File: config.mk
export PLATFORM = sky130hd
export DESIGN_NAME = soc_now_wb_arbiter
export DESIGN_NICKNAME = d
export VERILOG_FILES = /design/src/rtl/soc_now_wb_arbiter.sv
export SDC_FILE = /design/constraint.sdc
export NUM_CORES = 1
export LEC_CHECK = 0
export ABC_AREA = 1
export BUFFER_PORTS_ARGS = -buffer_cell sky130_fd_sc_hd__buf_2
export CAP_MARGIN = 0
export CORE_AREA = 2 2 123 125
export CTS_CLUSTER_DIAMETER = 200
export DETAILED_ROUTE_END_ITERATION = 6
export DIE_AREA = 0 0 125 127
export GPL_TIMING_DRIVEN = 0
export MAX_ROUTING_LAYER = met4
export SETUP_SLACK_MARGIN = 0.02
export SYNTH_ARGS = -nofsm -noshare
export SYNTH_HDL_FRONTEND = slang
export SYNTH_SLANG_ARGS = --single-unit
File: constraint.sdc
create_clock -name wb_clk_i -period 4.05 [get_ports wb_clk_i]
set_input_delay 1.215 -clock wb_clk_i [delete_from_list [all_inputs] [get_ports wb_clk_i]]
set_output_delay 1.215 -clock wb_clk_i [all_outputs]
set_load 0.05 [all_outputs]
File: src/rtl/soc_now_wb_arbiter.sv
// rtl/soc_now_wb_arbiter.sv - two-master round-robin Wishbone arbiter with bus-cycle lock and ack watchdog
// Shares one slave port between the management bus (m0) and the LA debug master (m1).
module soc_now_wb_arbiter #(
    parameter int unsigned TIMEOUT_CYCLES = 255
) (
    input  logic        wb_clk_i,
    input  logic        wb_rst_ni,
    input  logic        m0_cyc_i,
    input  logic        m0_stb_i,
    input  logic        m0_we_i,
    input  logic [3:0]  m0_sel_i,
    input  logic [31:0] m0_adr_i,
    input  logic [31:0] m0_dat_i,
    output logic [31:0] m0_dat_o,
    output logic        m0_ack_o,
    output logic        m0_err_o,
    input  logic        m1_cyc_i,
    input  logic        m1_stb_i,
    input  logic        m1_we_i,
    input  logic [3:0]  m1_sel_i,
    input  logic [31:0] m1_adr_i,
    input  logic [31:0] m1_dat_i,
    output logic [31:0] m1_dat_o,
    output logic        m1_ack_o,
    output logic        m1_err_o,
    output logic        s_cyc_o,
    output logic        s_stb_o,
    output logic        s_we_o,
    output logic [3:0]  s_sel_o,
    output logic [31:0] s_adr_o,
    output logic [31:0] s_dat_o,
    input  logic [31:0] s_dat_i,
    input  logic        s_ack_i,
    output logic [1:0]  grant_o,
    output logic        timeout_irq_o
);

    localparam int unsigned CW = $clog2(TIMEOUT_CYCLES + 1);
    localparam logic [CW-1:0] CNT_MAX  = CW'(TIMEOUT_CYCLES);
    localparam logic [CW-1:0] CNT_LAST = CW'(TIMEOUT_CYCLES - 1);

    typedef enum logic [1:0] {
        IDLE  = 2'd0,
        OWN0  = 2'd1,
        OWN1  = 2'd2,
        ABORT = 2'd3
    } state_e;

    state_e        state_q, state_d;
    logic          last_q, last_d;
    logic [CW-1:0] cnt_q, cnt_d;

    logic        req0, req1;
    logic        own0, own1, own_any;
    logic        act_cyc, act_stb, act_we;
    logic [3:0]  act_sel;
    logic [31:0] act_adr, act_dat;

    assign req0    = m0_cyc_i & m0_stb_i;
    assign req1    = m1_cyc_i & m1_stb_i;
    assign own0    = (state_q == OWN0);
    assign own1    = (state_q == OWN1);
    assign own_any = own0 | own1;

    assign act_cyc = own1 ? m1_cyc_i : m0_cyc_i;
    assign act_stb = own1 ? m1_stb_i : m0_stb_i;
    assign act_we  = own1 ? m1_we_i  : m0_we_i;
    assign act_sel = own1 ? m1_sel_i : m0_sel_i;
    assign act_adr = own1 ? m1_adr_i : m0_adr_i;
    assign act_dat = own1 ? m1_dat_i : m0_dat_i;

    always_ff @(posedge wb_clk_i or negedge wb_rst_ni) begin
        if (!wb_rst_ni) begin
            state_q <= IDLE;
            last_q  <= 1'b1;
            cnt_q   <= '0;
        end else begin
            state_q <= state_d;
            last_q  <= last_d;
            cnt_q   <= cnt_d;
        end
    end

    // last_q only moves on entry to an OWN state, so after an abort it still names the aborted master.
    always_comb begin
        state_d = state_q;
        last_d  = last_q;
        cnt_d   = '0;
        case (state_q)
            IDLE: begin
                if (req0 && req1) begin
                    state_d = last_q ? OWN0 : OWN1;
                    last_d  = ~last_q;
                end else if (req0) begin
                    state_d = OWN0;
                    last_d  = 1'b0;
                end else if (req1) begin
                    state_d = OWN1;
                    last_d  = 1'b1;
                end
            end
            OWN0, OWN1: begin
                if (!act_cyc) begin
                    state_d = IDLE;
                end else if (act_stb && !s_ack_i) begin
                    cnt_d = (cnt_q == CNT_MAX) ? CNT_MAX : cnt_q + 1'b1;
                    if (cnt_q == CNT_LAST) begin
                        state_d = ABORT;
                    end
                end
            end
            ABORT: begin
                state_d = IDLE;
            end
            default: begin
                state_d = IDLE;
            end
        endcase
    end

    assign s_cyc_o = own_any ? act_cyc : 1'b0;
    assign s_stb_o = own_any ? act_stb : 1'b0;
    assign s_we_o  = own_any ? act_we  : 1'b0;
    assign s_sel_o = own_any ? act_sel : 4'h0;
    assign s_adr_o = own_any ? act_adr : 32'h0;
    assign s_dat_o = own_any ? act_dat : 32'h0;

    assign m0_ack_o = own0 & s_ack_i;
    assign m1_ack_o = own1 & s_ack_i;
    assign m0_dat_o = own0 ? s_dat_i : 32'h0;
    assign m1_dat_o = own1 ? s_dat_i : 32'h0;
    assign m0_err_o = (state_q == ABORT) & ~last_q;
    assign m1_err_o = (state_q == ABORT) &  last_q;

    assign grant_o       = {own1, own0};
    assign timeout_irq_o = (state_q == ABORT);

endmodule

== Word level (Yosys, flattened, before mapping) ==
Index checks and enable logic that the tools add are counted.

* Register bits: 11
* Input bits: 177
* Output and inout bits: 142

* $add $sub $neg: 1
* Equal/unequal tests: 8
* Multiplexer cells: 29
* Bitwise operators: 8
* Reductions and logical operators: 8

{| class="wikitable"
|+ Operator list
! operator !! count
|-
| 32-bit 2-to-1 mux || 6
|-
| 8-bit 2-to-1 mux || 4
|-
| 8-bit equality test (second input constant) || 2
|-
| 2-bit 2-to-1 mux || 7
|-
| 1-bit 2-to-1 mux || 9
|-
| 8-bit by 1-bit adder with 8-bit output (second input constant) || 1
|-
| 4-bit 2-to-1 mux || 2
|-
| 1-bit AND || 6
|-
| 3-bit inequality test (second input constant) || 2
|-
| 2-bit case mux with 3 select lines || 1
|-
| 2-bit equality test (second input constant) || 2
|-
| 4-bit inequality test (second input constant) || 1
|-
| 3-bit AND reduction || 1
|-
| 3-bit nonzero test || 1
|-
| 2-bit by 1-bit equality test with 1-bit output (second input constant) || 1
|-
| 1-bit logical AND || 2
|-
| 2-bit logical NOT || 1
|-
| 2-bit AND reduction || 1
|-
| 2-bit OR reduction || 1
|-
| 1-bit logical NOT || 1
|-
| 1-bit NOT || 1
|-
| 1-bit OR || 1
|}

== Depth between registers and ports, before layout ==
* Word-level depth: 6
* Mapped depth: 12
* Depth with buffers taken out: 11

== Worst setup path after synthesis ==
No wires, ideal clock.

* Path kind: in2out
* From: input port m1_stb_i
* To: output port s_stb_o
* Arrival time: 2.014 ns
* Required time: 2.835 ns
* Path slack: 0.821 ns
* Cell stages on the path: 4
* Buffers on the path: 0
* Cell sequence: inv_1 > nand2_1 > nand2_2 > nor2_1

* Word-level cells in the longest chain between the ends: 2

{| class="wikitable"
|+ RTL lines
! element !! RTL line !! source
|-
| from (decl) || 18 || <nowiki>input logic m1_stb_i,</nowiki>
|-
| 1-bit 2-to-1 mux || 66 || <nowiki>assign act_stb = own1 ? m1_stb_i : m0_stb_i;</nowiki>
|-
| 1-bit 2-to-1 mux || 122 || <nowiki>assign s_stb_o = own_any ? act_stb : 1'b0;</nowiki>
|-
| to (decl) || 27 || <nowiki>output logic s_stb_o,</nowiki>
|}

Every way passes these cells.

== Worst setup path after layout ==
* From: register state_q[0]
* To: output port s_dat_o[26]

* Word-level cells in the longest chain between the ends: 3

{| class="wikitable"
|+ RTL lines
! element !! RTL line !! source
|-
| from (decl) || 49 || <nowiki>state_e state_q, state_d;</nowiki>
|-
| from (signal assigned) || 78 || <nowiki>state_q <= state_d;</nowiki>
|-
| 2-bit equality test (*) || 62 || <nowiki>assign own1 = (state_q == OWN1);</nowiki>
|-
| net own1 || 54 || <nowiki>logic own0, own1, own_any;</nowiki>
|-
| 32-bit 2-to-1 mux or 1-bit OR (tied branches) || 70, 63 ||
|-
| 32-bit 2-to-1 mux (*) || 126 || <nowiki>assign s_dat_o = own_any ? act_dat : 32'h0;</nowiki>
|-
| to (decl) || 31 || <nowiki>output logic [31:0] s_dat_o,</nowiki>
|}

Mark *: on every way through the listed nets, which the timed path passes. The rest lies on a longest branch.

==> impl_metrics.py <==
metrics = {
    "place": {
        "dp_slack_ps": 533,
        "io_buffers": 318,
        "dp_hpwl_mm": 10.8,
        "gp_congestion": 0.842,
    },
    "timing": {
        "finalSetupViolCount": 0,
        "fin_ws_ps": 355,
        "tightest_slew_ps": 493,
        "finClkSkew_ps": 5.29,
        "final_hold_viol_count": 0,
        "setup_tns_ps": 0,
        "fmax_mhz": 271,
        "post-route-period-util": 0.912,
        "slew-limit-headroom": 0.672,
        "rsz0062_at_grt": "no",
        "min_period_ps": 3690,
        "drv_slew": 0,
    },
    "detailed_routing": {
        "wire_per_inst_um": 12.7,
        "dr_total_vias": 3944,
        "drt-initial-drc-count": 201,
        "drtPass1Iterations": 4,
        "antenna_left": 0,
        "finalWirelength_mm": 12.5,
        "drc": 0,
        "vias_per_cell": 4.01,
    },
    "logic_synthesis": {
        "yosys_warnings": 0,
        "synth.most_common_cell": "nor2_1",
        "synth.largest_area_cell": "nor2_1",
        "synth_area_mm2": 0.00225,
        "seq_area_frac_synth": 0.123,
        "synth_top_cells_by_area": "nor2_1 (25%), nand2_1 (16%), o21ai_0 (16%)",
        "syn_avg_cell_area_um2": 4.73,
        "ys_ff_latch": 11,
        "synth_fp_nets": 659,
        "async_reset_ff_frac": 1.00,
        "synth_top_area_frac": 0.247,
        "ys_top_cells_by_count": "nor2_1 (148), nand2_1 (95), inv_1 (86), o21ai_0 (71), clkbuf_1 (20)",
        "synth_edf_count": 0,
        "netlist-cell-type-count": 22,
        "synth_ff_type": "dfrtp_1",
        "synth_cells": 476,
    },
    "global_routing": {
        "grt_usage": 0.148,
        "grt_pass1_vias": 3652,
        "grt-ovfl-total": 0,
        "grt_pass1_wl_mm": 18.3,
        "grt_max_degree": 12,
        "antenna_found_initial": 1,
    },
    "clocking": {
        "cts_buffers": 3,
        "cts.sinks": 11,
        "cts_repair_resize_count": 0,
        "root_buffer": "clkbuf_16",
        "path_clk_slew_ps": 40,
        "clk_latency_ps": 250,
        "cts_tree": "done",
        "hold_buffers": 0,
        "post-cts-setup-buffer-count": 0,
        "cts_max_path_buffers": 2,
        "cts_max_level": 1,
    },
    "floorplan": {
        "rows": 44,
        "fp.coreArea_mm2": 0.0144,
        "dieWidth_um": 125,
        "io_pins": 319,
        "start_util": 0.156,
        "die_area_mm2": 0.0159,
        "die_height_um": 127,
    },
    "critical_path": {
        "start_kind": "flip-flop",
        "critical_path_class": "flip-flop to primary output",
        "cp_max_fo": 10,
        "required_ps": 2830,
        "endpoint_kind": "primary output",
        "cp.arrival_ps": 2480,
    },
    "final_layout": {
        "area_growth_pct": 84.5,
        "fin_nets": 982,
        "drive_above_1_share": 0.427,
    },
    "run_status": {
        "status": "finished clean",
    },
    "worst_hold_path": {
        "hold_class": "flip-flop to flip-flop",
    },
    "run": {
        "cap_violations": 0,
    },
}
state kept, by name, indices dropped and copies added (netlist names):
register	count
last_q	1
cnt_q	8
state_q	2
metal layers:
layer  wire [um]  track usage  up-vias
li1            -            -     2053
met1        4970        0.163     1655
met2        6070        0.268      218
met3        1080       0.0322       18
met4         331       0.0425        0
met5           0            -        -
stage by stage:
stage,utilization,std cells,cell area (um^2),hold WS [ps]
2_1_floorplan,-,476,2250,473
3_5_place_dp,0.282,978,4070,506
6_report,0.288,983,4150,515
3_3_place_gp,0.282,978,4070,497
4_1_cts,0.288,982,4150,514
5_1_grt,0.288,983,4150,537
layout make-up:
cell class / count / area, um^2
Multi-Input combinational cell: 346 / 1500
Sequential cell: 11 / 277
Fill cell: 1669 / 10300
Buffer: 31 / 143
Clock buffer: 4 / 78.8
Inverter: 88 / 330
Tap cell: 184 / 230
Timing Repair Buffer: 318 / 1590
Antenna cell: 1 / 2.50
path summary, 6_finish.rpt:
check,from,slack (ps),end,cells after the start
min,cnt_q[0],510,cnt_q[0],1
max,state_q[0],360,s_dat_o[26],9
min in group asynchronous,wb_rst_ni,840,state_q[0],1
min reg2reg,cnt_q[0],510,cnt_q[0],1
max reg2reg,state_q[0],2060,state_q[1],12
max in group asynchronous,wb_rst_ni,2940,last_q,1
critical path, stage by stage (launching register included):
cell and delay [ps]:
dfrtp_1 390, inv_1 80, ha_1 370, buf_6 240, inv_2 160, buf_2 250
buf_4 210, nor2_1 60, nor2_1 160, buf_2 300
logic make-up (layout without fill, tap and decap cells):
group	Yosys count	in the layout	synth area share
xor+xnor	1	1	0.00389
other cells	0	1	0
simple gates	260	260	0.451
fa+ha+maj	6	6	0.0334
flops	11	11	0.123
buf+inv	119	441	0.210
compound gates	79	79	0.178
layout by cell type, fill, tap and decap left out, drive strengths merged:
cell	instances
o21ai	73
o211a	1
dfstp	1
inv	88
nor2	150
xnor2	1
or2	1
a21oi	4
ha	6
a31oi	1
clkbuf	24
nand3	10
diode	1
nand2	99
dfrtp	10
buf	329
Power is not shown: default switching activity piles up to over one toggle a cycle in this logic, so the estimate is an artifact.
